===== src/rtl/ship_board_ctrl.sv =====
// ship_board_ctrl
//
// Holds the host and guest 8x8 ship boards (2-bit cell codes: 00 water,
// 01 miss, 10 ship, 11 hit) and serves one host cell and one guest cell per
// clock to the ship renderer. Writes come from the local game FSM (port A)
// and the remote UART link (port B) through a one-write-per-cycle arbiter.
// A clear sequence sweeps all cells back to water. Per-board counters track
// the number of intact ship cells so the game can detect a sunk fleet.
//
// Build option:
//   SHIP_BOARD_RR_EN  defined   -> round-robin arbitration between A and B
//                     undefined -> fixed priority, A wins when both are valid
//
// Ports:
//   clk, rst                       pixel clock, synchronous active-high reset
//   rd_addr_host/guest  [5:0]  in  renderer cell index (row*8+col)
//   rd_data_host/guest  [1:0]  out cell code, registered (1-cycle latency)
//   a_/b_valid, a_/b_addr[6:0], a_/b_data[1:0]  in   write requests;
//                                  addr bit 6 selects board (0 host, 1 guest)
//   a_/b_ready                 out grant (combinational)
//   clr_start                  in  single-cycle pulse starting a board clear
//   busy                       out high while the clear sweep runs
//   host_left/guest_left [6:0] out ship cells (code 10) remaining, 0..64
//   host_dead/guest_dead       out board armed and no ship cells left
//   state_dbg                  out FSM state (0 idle, 1 clearing)
//
// Handshake: a requester's write commits at the clock edge where both its
// valid and ready are high. Ready never rises without the matching valid, is
// held low for both requesters while clearing, and at most one requester is
// granted per cycle. Requesters may change valid freely; there is no
// obligation to hold a request that has not been granted.

module ship_board_ctrl #(
  parameter int CLR_CELLS = 128
) (
  input  logic       clk,
  input  logic       rst,
  input  logic [5:0] rd_addr_host,
  input  logic [5:0] rd_addr_guest,
  output logic [1:0] rd_data_host,
  output logic [1:0] rd_data_guest,
  input  logic       a_valid,
  input  logic [6:0] a_addr,
  input  logic [1:0] a_data,
  output logic       a_ready,
  input  logic       b_valid,
  input  logic [6:0] b_addr,
  input  logic [1:0] b_data,
  output logic       b_ready,
  input  logic       clr_start,
  output logic       busy,
  output logic [6:0] host_left,
  output logic [6:0] guest_left,
  output logic       host_dead,
  output logic       guest_dead,
  output logic       state_dbg
);

  localparam int PW = $clog2(CLR_CELLS);
  localparam logic [1:0] CODE_SHIP = 2'b10;
  localparam logic [6:0] MAX_LEFT  = 7'd64;

  typedef enum logic {
    S_IDLE  = 1'b0,
    S_CLEAR = 1'b1
  } state_t;

  state_t          state;
  logic [PW-1:0]   clr_ptr;
  logic [1:0]      mem [0:127];
  logic            host_armed;
  logic            guest_armed;

`ifdef SHIP_BOARD_RR_EN
  // 0: A preferred, 1: B preferred
  logic            rr_ptr_b;
`endif

  logic            idle;
  logic            wr_en;
  logic [6:0]      wr_addr;
  logic [1:0]      wr_data;
  logic [1:0]      old_code;
  logic [6:0]      host_left_nxt;
  logic [6:0]      guest_left_nxt;
  logic            host_armed_nxt;
  logic            guest_armed_nxt;

  // Ship-cell bookkeeping: a write that creates a ship cell adds one, a
  // write that destroys one removes one, clamped to the board size.
  function automatic logic [6:0] count_next(input logic [6:0] cnt,
                                            input logic [1:0] old_c,
                                            input logic [1:0] new_c);
    logic [6:0] r;
    r = cnt;
    if (old_c != CODE_SHIP && new_c == CODE_SHIP && cnt != MAX_LEFT)
      r = cnt + 7'd1;
    else if (old_c == CODE_SHIP && new_c != CODE_SHIP && cnt != 7'd0)
      r = cnt - 7'd1;
    return r;
  endfunction

  always_comb begin
    idle = (state == S_IDLE);
`ifdef SHIP_BOARD_RR_EN
    a_ready = idle & a_valid & (~b_valid | ~rr_ptr_b);
    b_ready = idle & b_valid & (~a_valid |  rr_ptr_b);
`else
    a_ready = idle & a_valid;
    b_ready = idle & b_valid & ~a_valid;
`endif
    wr_en   = a_ready | b_ready;
    wr_addr = a_ready ? a_addr : b_addr;
    wr_data = a_ready ? a_data : b_data;
    old_code = mem[wr_addr];

    host_left_nxt   = host_left;
    guest_left_nxt  = guest_left;
    host_armed_nxt  = host_armed;
    guest_armed_nxt = guest_armed;
    if (wr_en) begin
      if (wr_addr[6]) begin
        guest_left_nxt  = count_next(guest_left, old_code, wr_data);
        guest_armed_nxt = guest_armed | (wr_data == CODE_SHIP);
      end else begin
        host_left_nxt   = count_next(host_left, old_code, wr_data);
        host_armed_nxt  = host_armed | (wr_data == CODE_SHIP);
      end
    end
  end

  // Cell storage and the two registered read ports. The clear sweep and the
  // arbitrated write never coincide because both readies are low in CLEAR.
  always_ff @(posedge clk) begin
    if (rst) begin
      for (int i = 0; i < 128; i++) mem[i] <= 2'b00;
      rd_data_host  <= 2'b00;
      rd_data_guest <= 2'b00;
    end else begin
      if (state == S_CLEAR)
        mem[7'(clr_ptr)] <= 2'b00;
      else if (wr_en)
        mem[wr_addr] <= wr_data;
      rd_data_host  <= mem[{1'b0, rd_addr_host}];
      rd_data_guest <= mem[{1'b1, rd_addr_guest}];
    end
  end

  // Control FSM with counters, arming flags and dead flags.
  always_ff @(posedge clk) begin
    if (rst) begin
      state       <= S_IDLE;
      clr_ptr     <= '0;
      busy        <= 1'b0;
      host_left   <= 7'd0;
      guest_left  <= 7'd0;
      host_armed  <= 1'b0;
      guest_armed <= 1'b0;
      host_dead   <= 1'b0;
      guest_dead  <= 1'b0;
`ifdef SHIP_BOARD_RR_EN
      rr_ptr_b    <= 1'b0;
`endif
    end else begin
      case (state)
        S_IDLE: begin
          host_left   <= host_left_nxt;
          guest_left  <= guest_left_nxt;
          host_armed  <= host_armed_nxt;
          guest_armed <= guest_armed_nxt;
          host_dead   <= host_armed_nxt  & (host_left_nxt  == 7'd0);
          guest_dead  <= guest_armed_nxt & (guest_left_nxt == 7'd0);
`ifdef SHIP_BOARD_RR_EN
          if (a_ready)
            rr_ptr_b <= 1'b1;
          else if (b_ready)
            rr_ptr_b <= 1'b0;
`endif
          // A write granted alongside clr_start still commits above.
          if (clr_start) begin
            state   <= S_CLEAR;
            busy    <= 1'b1;
            clr_ptr <= '0;
          end
        end
        S_CLEAR: begin
          // No writes are granted here, so zeroing every cycle is the same
          // as zeroing on the first sweep cycle.
          host_left   <= 7'd0;
          guest_left  <= 7'd0;
          host_armed  <= 1'b0;
          guest_armed <= 1'b0;
          host_dead   <= 1'b0;
          guest_dead  <= 1'b0;
          clr_ptr     <= clr_ptr + PW'(1);
          if (clr_ptr == PW'(CLR_CELLS - 1)) begin
            state <= S_IDLE;
            busy  <= 1'b0;
          end
        end
        default: begin
          state <= S_IDLE;
          busy  <= 1'b0;
        end
      endcase
    end
  end

  assign state_dbg = state;

endmodule


===== config.mk =====
export PLATFORM = sky130hd
export DESIGN_NAME = ship_board_ctrl
export DESIGN_NICKNAME = d
export VERILOG_FILES = /design/src/rtl/ship_board_ctrl.sv
export SDC_FILE = /design/constraint.sdc
export NUM_CORES = 1
export LEC_CHECK = 0
export ABC_AREA = 1
export BUFFER_PORTS_ARGS = -buffer_cell sky130_fd_sc_hd__buf_4
export CAP_MARGIN = 10
export CORE_ASPECT_RATIO = 0.5
export CORE_MARGIN = 5
export CORE_UTILIZATION = 25
export CTS_CLUSTER_DIAMETER = 30
export DETAILED_ROUTE_END_ITERATION = 6
export MAX_ROUTING_LAYER = met4
export PLACE_DENSITY = 0.44
export SLEW_MARGIN = 20
export SYNTH_ARGS = -nofsm -noshare
export SYNTH_HDL_FRONTEND = slang
export SYNTH_SLANG_ARGS = --single-unit

===== constraint.sdc =====
create_clock -name clk -period 3.7 [get_ports clk]
set_input_delay 0.74 -clock clk [delete_from_list [all_inputs] [get_ports clk]]
set_output_delay 0.74 -clock clk [all_outputs]
set_load 0.005 [all_outputs]

* Word level (Yosys, flattened, before mapping)
Memory sizes are Yosys's and may differ from the RTL's. A register that Yosys moved wholly into a read port is not among the register bits. Index checks and enable logic that the tools add are counted.
Word-level totals: register bits 27, latch bits 0, RAM bits 256, ROM bits 0, bits of input ports 35, output and inout port bits 24, word-level logic and storage cells 90, memories 1
Memories:
- mem | words 128, bits a word 2, rd ports 3, clocked after memory_dff 2, write ports 128, line 70 | logic [1:0] mem [0:127];
Operators by class: add/subtract/negate cells 5, multiply operators 0, divide/modulo/power cells 0, order comparisons 0, eq/ne operators 9, shift operators 0, multiplexer cells 43, bitwise gates (word level) 10, reduce and logical (&&, ||, !) cells 13
Operators with widths (number):
- two-way mux 7 bit | 12
- one-hot mux 7 bit (2 select lines) | 3
- adder 7 x 1 -> 7 bit (second input constant) | 3
- two-way mux 1 bit | 19
- logical NOT 7 bit | 2
- inequality test 7 bit (second input constant) | 2
- nonzero test 7 bit | 2
- subtractor 7 x 1 -> 7 bit (second input constant) | 2
- one-hot mux 1 bit (2 select lines) | 6
- equality test 7 bit (second input constant) | 1
- logical AND 1 bit | 6
- two-way mux 2 bit | 3
- inequality test 2 bit (second input constant) | 3
- AND 1 bit | 5
- equality test 2 bit (second input constant) | 2
- OR reduction 2 bit | 2
- OR 1 bit | 3
- inequality test 2 x 1 -> 1 bit (second input constant) | 1
- NOT 1 bit | 2
- AND reduction 2 bit | 1

* Longest topological paths before layout
Gate-level depths: netlist (run 1). An unclocked memory read counts as a cell.
depth in word-level cells 14, depth in mapped cells 26, gate-level depth less buffers 24

* Worst setup path after synthesis (run 1)
OpenSTA, ideal clock, no wires.
kind input -> register, from input port a_valid, to memory mem[56][0] (enable), library setup time 0.299 ns, data arrival time 2.690 ns, data required time 3.401 ns, slack 0.712 ns, cell stages on the path 12, path buffers 2, cells stage by stage nand2_4 buf_6 nand2_1 inv_2 nor2_2 inv_1 buf_2 o21ai_0 nand2_1 nor3_1 nand3_1 nand2_1
RTL lines:
- from (decl) | line 42 | input logic a_valid,
- to (decl) | line 70

* Worst setup path after layout (run 1)
from register state, in the netlist state_dbg, to register host_dead
On the way: cells in the longest elaborated chain, start to end 14, elaborated cells on any way between the ends 26, those cells by class eq/ne (4); mux (9); bitwise (7); reduce/logical (5); memory (1)
RTL lines:
- from (decl) | line 68 | state_t state;
- from (signal assigned) | line 152 | state <= S_IDLE;
- from (signal assigned) | line 181 | state <= S_CLEAR;
- from (signal assigned) | line 197 | state <= S_IDLE;
- NOT 1 bit
- AND 1 bit | line 109 | a_ready = idle & a_valid;
- two-way mux 7 bit | line 113 | wr_addr = a_ready ? a_addr : b_addr;
- memory read (128 x 2 bit)
- equality test 2 bit | line 98 | else if (old_c == CODE_SHIP && new_c != CODE_SHIP && cnt != 7'd0)
- logical AND 1 bit (2 in series) | line 98
- two-way mux 7 bit | line 98
- two-way mux 7 bit | line 96 | if (old_c != CODE_SHIP && new_c == CODE_SHIP && cnt != MAX_LEFT)
- two-way mux 7 bit | line 122 | if (wr_addr[6]) begin
- two-way mux 7 bit | line 121 | if (wr_en) begin
- logical NOT 7 bit | line 171 | host_dead <= host_armed_nxt & (host_left_nxt == 7'd0);
- AND 1 bit | line 171
- one-hot mux 1 bit (2 select lines) * | line 165 | case (state)
- to (signal assigned) | line 171
- to (decl) | line 54 | output logic host_dead,
Mark *: on every way between the ends. The rest lies on a longest branch, timed or not. A chain may end at the register's enable or synchronous reset.

==> impl_metrics.ini, run 1 <==
[grt]
grt_max_degree = 131
initial_antenna_violation_count = 1
grt.total_usage_pct = 17.10
grt_overflow = 0
grt.met1_usage_pct = 22.77
grt_pass1_vias = 15600
met2_usage_in_global_routing_pct = 26.72
first_pass_grt_wire_length_um = 94470
global_route.usage.met3_pct = 3.320
grt-busiest-layer = met2

[placed_design]
portBuffers = 58
finalWeightedCongestion = 0.8773
dpl.hpwl_um = 41510
dp.cells = 3206

[worst_hold_path]
hold_path.class = in2reg

[synth]
ys_flop_type = sky130_fd_sc_hd__edfxtp_1
average_size_of_a_mapped_cell_um2 = 7.479
synth-seq-area-share_pct = 48.81
ys_async_sr_fraction_pct = 0
post-synth-top-count-cell = sky130_fd_sc_hd__nand2_1
yosys-top-cells-count = 616 x sky130_fd_sc_hd__nand2_1, 451 x sky130_fd_sc_hd__nor2_1, 256 x sky130_fd_sc_hd__edfxtp_1, 249 x sky130_fd_sc_hd__nand3_1, 158 x sky130_fd_sc_hd__inv_1
synth_warnings = 0
synthCells = 2276
synth.distinct_cells = 43
postSynthNetCount = 2318
yosysTopAreaCell = sky130_fd_sc_hd__edfxtp_1
synth_enable_flop_cells = 256
ffs_latches_synth = 287
synthesis.area_um2 = 17020
synth_top_area_share_pct = 45.16
synth_area_leaders = sky130_fd_sc_hd__edfxtp_1 45%, sky130_fd_sc_hd__nand2_1 14%, sky130_fd_sc_hd__nor2_1 9.9%

[routing]
routed-via-count = 16240
finalWirelength_um = 61740
ant_nets = 0
first_pass_iters = 5
vias_per_cell = 4.874
post_route_drc = 0
avgRoutedWirePerCell_um = 18.53
first_iter_violations = 1715

[clock_tree]
post_cts.resized_instances = 0
clock_sink_count = 287
cts_root_buffer_type = sky130_fd_sc_hd__clkbuf_16
cts_inserted_buffers = 69
clock_tree.buffer_depth = 3
ctsHtreeMaxLevel = 3
clkLatencyLatePin_ns = 0.59
hold_buffers = 0
clk_pin_slew_ns = 0.04
cts_tree = yes
total_setup_buffers_inserted_after_cts = 0

[critical_path]
crit_cells = 23
r2r-start = state_dbg$_SDFF_PP0_
worst_setup_path_end_kind = flop
crit_path_end = host_dead$_SDFF_PP0_
start_kind = flop
critical_path.max_fanout = 25
crit_type = reg2reg
critPathMaxStageDelay_ns = 0.39
cp.buffers_inverters = 4
crit_required_ns = 4.23
crit_path_top_delay_cell = sky130_fd_sc_hd__dfxtp_1
critical_path.reg2reg.endpoint = host_dead$_SDFF_PP0_
timing.reg2reg.worst_path_depth = 23
crit_chain = inv_6 -> nand2_4 -> buf_4 -> nand2_1 -> o21ai_4 -> buf_12 -> buf_12 -> nand3_1 -> o21ai_1 -> nand3_1 -> nand3_1 -> nand3_1 -> nand3_1 -> nand3_2 -> nand2_4 -> nand3_2 -> nand2_1 -> nand2_1 -> o21ai_1 -> nand2_1 -> nor2_1 -> nand2_1 -> nor2_1
path_delay_family = simple AND/OR/NAND/NOR gates
regToRegSetupSlack_ns = 0.44
critPathArrivalTime_ns = 3.80
startpoint = state_dbg$_SDFF_PP0_

[floorplan]
floorplan.initialDensity_pct = 25.32
pin_count = 59
dieArea_um2 = 73720
rows = 67
die_height_um = 194.5
chipWidth_um = 379.0
core_area_um2 = 67230

[power]
share_clk_of_total_power_pct = 54.8
power_density_nw_per_um2 = 528.2
power_frac_seq_pct = 32.6
worst_ir_drop_vdd_uv = 283.9
internal-power_mw = 8.441
leakagePower_nw = 8.621
p_comb_share_pct = 12.6
switching_share_pct = 26.10
p_switching_mw = 2.980

[timing]
finalSetupViolations = 0
timing.final.max_slew_violations = 0
rsz_0062_raised_after_global_routing = false
fin_setup_tns_ns = 0
worst_slew_pin_slew_ns = 0.8215
fin_worst_skew_ns = 0.02443
layout_min_cycle_time_ns = 3.265
fmax_mhz = 306.3
layout_worst_path_cycle_share_pct = 88.24
finalHoldViolCount = 0
slew-limit-headroom_pct = 45.23

[layout]
layout-drive-gt1-share_pct = 13.31
final_net_count = 2422
fin_cells = 3332
layout.core_utilization_pct = 32.16
flow.area_growth_from_synthesis_pct = 27.04
seqCellArea_um2 = 8308
area_used_by_multi_input_combinational_logic_um2 = 7522
diodes = 0
fillCellCount = 7143

[job]
cap_viol_max_count = 0

[run_status]
run_status = complete, no violations
==> registers in the layout, summed over array words and instances (netlist names), 2 cells and up <==
name and cells:
rd_data_guest 2, clr_ptr 7, mem 256, rd_data_host 2
host_left 7, guest_left 7
==> metal layers <==
| layer | wire (um) | up-vias |
|---|---|---|
| li1 | - | 7838 |
| met2 | 28410 | 501 |
| met1 | 28360 | 7801 |
| met3 | 3585 | 101 |
| met5 | 0 | - |
| met4 | 1379 | 0 |
==> cells by family (layout without fill, tap and decap cells) <==
logic type / count (synthesis) / count (layout) / synth area share, %
AND/OR/NAND/NOR: 1369 / 1369 / 33.01
buffers and inverters: 308 / 467 / 7.343
AO/OA/AOI/OAI: 303 / 303 / 10.22
flip-flops: 287 / 287 / 48.81
adder cells (fa/ha/maj): 7 / 7 / 0.5145
XOR/XNOR: 2 / 2 / 0.1029
==> layout by cell type, fill, tap and decap left out, types with 12 or more instances in the layout <==
cell	instances
sky130_fd_sc_hd__nand2_1	615
sky130_fd_sc_hd__nor2_1	451
sky130_fd_sc_hd__edfxtp_1	256
sky130_fd_sc_hd__nand3_1	249
sky130_fd_sc_hd__inv_1	157
sky130_fd_sc_hd__o21ai_0	154
sky130_fd_sc_hd__buf_4	147
sky130_fd_sc_hd__a21oi_1	74
sky130_fd_sc_hd__clkbuf_16	73
sky130_fd_sc_hd__dfxtp_1	31
sky130_fd_sc_hd__o221ai_1	30
sky130_fd_sc_hd__buf_12	27
sky130_fd_sc_hd__clkbuf_1	13
sky130_fd_sc_hd__clkinv_2	12
==> worst min-delay path by stage <==
stage | startpoint | endpoint | slack, ns | depth (start not counted)
after detailed placement | host_armed$_SDFF_PP0_ | host_armed$_SDFF_PP0_ | 0.45 | 1
after global routing | clr_start | busy$_SDFFE_PP0P_ | 0.43 | 3
after floorplan | host_armed$_SDFF_PP0_ | host_armed$_SDFF_PP0_ | 0.43 | 1
final | clr_start | busy$_SDFFE_PP0P_ | 0.45 | 3
after global placement | guest_armed$_SDFF_PP0_ | guest_armed$_SDFF_PP0_ | 0.45 | 2
after CTS | clr_start | busy$_SDFFE_PP0P_ | 0.43 | 3
==> metrics by stage <==
stage / worst slack (ns) / cell area, um^2 / hold WS [ns] / power (mW)
4_1_cts: 0.4022 / 21620 / 0.4260 / 11.52
2_1_floorplan: 0.7116 / 17020 / 0.4330 / 4.594
3_5_place_dp: 0.01399 / 19230 / 0.4518 / 5.210
3_3_place_gp: 0.06608 / 19230 / 0.4488 / 5.212
5_1_grt: 0.07198 / 21620 / 0.4340 / 11.87
6_report: 0.4352 / 21620 / 0.4527 / 11.42
==> power by group through the flow <==
stage	logic, mW	registers [mW]	clock network [mW]
final	1.44	3.72	6.26
after floorplan	0.849	3.74	0
after CTS	1.44	3.72	6.36
after global routing	1.58	3.73	6.56
after detailed placement	1.43	3.78	0
after global placement	1.43	3.78	0
==> area by class of cell <==
type / instances / share of cell area (%)
clock buffer: 88 / 8.801
multi-input combinational: 1681 / 34.79
inverter: 167 / 2.934
timing repair buffer: 174 / 7.603
tap: 897 / 5.190
clock inverter: 38 / 2.268
sequential: 287 / 38.42
==> worst register-to-register path: stages, from the launching register on <==
cell	delay, ns
sky130_fd_sc_hd__dfxtp_1	0.39
sky130_fd_sc_hd__inv_6	0.09
sky130_fd_sc_hd__nand2_4	0.12
sky130_fd_sc_hd__buf_4	0.17
sky130_fd_sc_hd__nand2_1	0.10
sky130_fd_sc_hd__o21ai_4	0.11
sky130_fd_sc_hd__buf_12	0.23
sky130_fd_sc_hd__buf_12	0.15
sky130_fd_sc_hd__nand3_1	0.07
sky130_fd_sc_hd__o21ai_1	0.08
sky130_fd_sc_hd__nand3_1	0.13
sky130_fd_sc_hd__nand3_1	0.10
sky130_fd_sc_hd__nand3_1	0.08
sky130_fd_sc_hd__nand3_1	0.19
sky130_fd_sc_hd__nand3_2	0.20
sky130_fd_sc_hd__nand2_4	0.16
sky130_fd_sc_hd__nand3_2	0.15
sky130_fd_sc_hd__nand2_1	0.12
sky130_fd_sc_hd__nand2_1	0.11
sky130_fd_sc_hd__o21ai_1	0.20
sky130_fd_sc_hd__nand2_1	0.07
sky130_fd_sc_hd__nor2_1	0.09
sky130_fd_sc_hd__nand2_1	0.05
sky130_fd_sc_hd__nor2_1	0.08
Power figures use the tool's default switching activity.
==> run 2, diff against run 1 <==
--- a/config.mk
+++ b/config.mk
@@ -6,15 +6,15 @@
 export NUM_CORES = 1
 export LEC_CHECK = 0
 export ABC_AREA = 1
-export BUFFER_PORTS_ARGS = -buffer_cell sky130_fd_sc_hd__buf_4
 export CAP_MARGIN = 10
 export CORE_ASPECT_RATIO = 0.5
 export CORE_MARGIN = 5
 export CORE_UTILIZATION = 25
 export CTS_CLUSTER_DIAMETER = 30
 export DETAILED_ROUTE_END_ITERATION = 6
+export DONT_BUFFER_PORTS = 1
 export MAX_ROUTING_LAYER = met4
-export PLACE_DENSITY = 0.44
+export PLACE_DENSITY_LB_ADDON = 0.1
 export SLEW_MARGIN = 20
 export SYNTH_ARGS = -nofsm -noshare
 export SYNTH_HDL_FRONTEND = slang
==> run 2 against run 1 <==
First-iteration DRC count is 21% lower. Utilization is 1.5 points lower. Combinational power is 8% lower. Setup slack worse by 0.12 ns. Non-clock buffer count is 94 lower. Cell area is 4.7% lower. Sequential power hardly changed. Via count is 2.9% lower. Global-route usage is 0.96 points higher. Critical path type unchanged. Highest routed layer unchanged.
==> impl_metrics.ini, run 2 (synthesis gave the netlist of run 1 again) <==
[routing]
finalWirelength_um = 65770
post_route_drc = 0
vias_per_cell = 4.875
first_iter_violations = 1358
avgRoutedWirePerCell_um = 20.32
first_pass_iters = 6
ant_nets = 0
routed-via-count = 15780

[floorplan]
rows = 67
dieArea_um2 = 73720
floorplan.initialDensity_pct = 25.32
core_area_um2 = 67230
die_height_um = 194.5
pin_count = 59
chipWidth_um = 379.0

[grt]
grt.total_usage_pct = 18.06
grt_pass1_vias = 15290
first_pass_grt_wire_length_um = 97510
grt_overflow = 0
initial_antenna_violation_count = 1
grt_max_degree = 131

[clock_tree]
cts_tree = yes
clock_tree.buffer_depth = 3
ctsHtreeMaxLevel = 3
cts_root_buffer_type = sky130_fd_sc_hd__clkbuf_16
clkLatencyLatePin_ns = 0.60
clk_pin_slew_ns = 0.05
hold_buffers = 0
clock_sink_count = 287
cts_inserted_buffers = 68

[timing]
worst_slack_ns = 0.3159
rsz_0062_raised_after_global_routing = false
timing.final.max_slew_violations = 0
slew-limit-headroom_pct = 42.54
fmax_mhz = 295.5
finalSetupViolations = 0
fin_worst_skew_ns = 0.01962
layout_worst_path_cycle_share_pct = 91.46
worst_slew_pin_slew_ns = 0.8610
finalHoldViolCount = 0
layout_min_cycle_time_ns = 3.384

[layout]
flow.area_growth_from_synthesis_pct = 21.06
finish.instance_area_um2 = 20610
largest_reg_flops = 256
fin_cells = 3236
top_library_cells_by_usage_in_the_layout_fill_and_taps_aside = 615 x sky130_fd_sc_hd__nand2_1, 451 x sky130_fd_sc_hd__nor2_1, 256 x sky130_fd_sc_hd__edfxtp_1, 249 x sky130_fd_sc_hd__nand3_1, 157 x sky130_fd_sc_hd__inv_1
layout-drive-gt1-share_pct = 9.585
layout.core_utilization_pct = 30.65
top_register = mem
final_net_count = 2327
final_common_cell = sky130_fd_sc_hd__nand2_1

[critical_path]
crit_type = reg2reg
crit_required_ns = 4.23
critical_path.max_fanout = 25
worst_setup_path_end_kind = flop
critPathArrivalTime_ns = 3.91
start_kind = flop

[worst_hold_path]
hold_path.class = in2reg

[power]
worst_ir_drop_vdd_uv = 281.0
power_density_nw_per_um2 = 516.8
leakagePower_nw = 8.018

[placed_design]
finalWeightedCongestion = 0.7975
minimum_setup_slack_after_placement_ns = 0.03404
dp.cells = 3112
dpl.hpwl_um = 42510
post_dp_cell_area_um2 = 18470
portBuffers = 0

[job]
cap_viol_max_count = 0

[run_status]
run_status = complete, no violations
run 2: cell types whose count changed in the layout (fill, tap and decap cells not counted), sizes merged:
cell / before / now
clkinvlp: 8 / 5
clkbuf: 88 / 83
bufinv: 10 / 3
diode: 0 / 2
clkinv: 21 / 30
buf: 174 / 80
inv: 166 / 168
run 2: repair_timing:
action | CTS | global route
resized for setup | 0 | 2
endpoints found under the setup margin | 0 | 2
setup buffers | 0 | 0
run 2: per-layer routing:
layer	part of all wire, %	vias up	global-route usage [%]
met1	47	7623	24.40
li1	-	7640	-
met3	5.3	99	3.699
met2	45	413	27.69
met4	2.2	0	4.702
met5	0	-	-
run 2: area by class of cell:
cell class | instances | area [um^2]
diodes | 2 | 5.005
clock buffers | 83 | 1810
clock inverters | 39 | 310.3
fillers | 7242 | 46630
inverters | 167 | 634.4
multi-input cells | 1681 | 7540
flip-flops and latches | 287 | 8308
well taps | 897 | 1122
repair buffers | 80 | 875.8
run 2: final timing paths:
path,cells past startpoint,slack [ns],to,start
setup reg to reg,24,0.32,host_dead$_SDFF_PP0_,state_dbg$_SDFF_PP0_
hold reg to reg,2,0.45,guest_armed$_SDFF_PP0_,guest_armed$_SDFF_PP0_
setup / recovery,24,0.32,host_dead$_SDFF_PP0_,state_dbg$_SDFF_PP0_
hold / removal,1,0.23,clr_ptr[0]$_SDFFE_PP0P_,rst
run 2: worst max-delay path, stage by stage (launching register included):
cell	delay (ns)
sky130_fd_sc_hd__dfxtp_1	0.40
sky130_fd_sc_hd__inv_6	0.08
sky130_fd_sc_hd__nand2_4	0.13
sky130_fd_sc_hd__nand2_2	0.09
sky130_fd_sc_hd__nand2_4	0.18
sky130_fd_sc_hd__buf_12	0.20
sky130_fd_sc_hd__buf_4	0.15
sky130_fd_sc_hd__nand2_1	0.05
sky130_fd_sc_hd__nand3_1	0.07
sky130_fd_sc_hd__nand2_1	0.05
sky130_fd_sc_hd__nand3_1	0.08
sky130_fd_sc_hd__nand3_1	0.13
sky130_fd_sc_hd__nand3_1	0.11
sky130_fd_sc_hd__nand3_1	0.28
sky130_fd_sc_hd__nand3_4	0.22
sky130_fd_sc_hd__nand2_4	0.10
sky130_fd_sc_hd__nor2_2	0.29
sky130_fd_sc_hd__nand3_1	0.12
sky130_fd_sc_hd__nand2_1	0.10
sky130_fd_sc_hd__nand2_1	0.05
sky130_fd_sc_hd__nand2_1	0.08
sky130_fd_sc_hd__nand2_1	0.06
sky130_fd_sc_hd__nor2_1	0.12
sky130_fd_sc_hd__nand2_1	0.07
sky130_fd_sc_hd__nor2_1	0.08
run 2: where the power goes:
| group | total [mW] | switching (mW) | internal (mW) |
|---|---|---|---|
| logic | 1.32 | 0.927 | 0.398 |
| clock network | 5.60 | 1.93 | 3.67 |
| registers | 3.72 | 0.0765 | 3.65 |
| total | 10.6 | 2.94 | 7.71 |
run 2: metrics by stage:
step                      hold slack (ns)  total power [mW]  setup TNS [ns]
after detailed placement           0.4471             5.100               0
after floorplan                    0.4330             4.594               0
after global routing               0.1986             11.08               0
final                              0.2322             10.65               0
after CTS                          0.1918             10.76               0
after global placement             0.4503             5.114        -0.04357
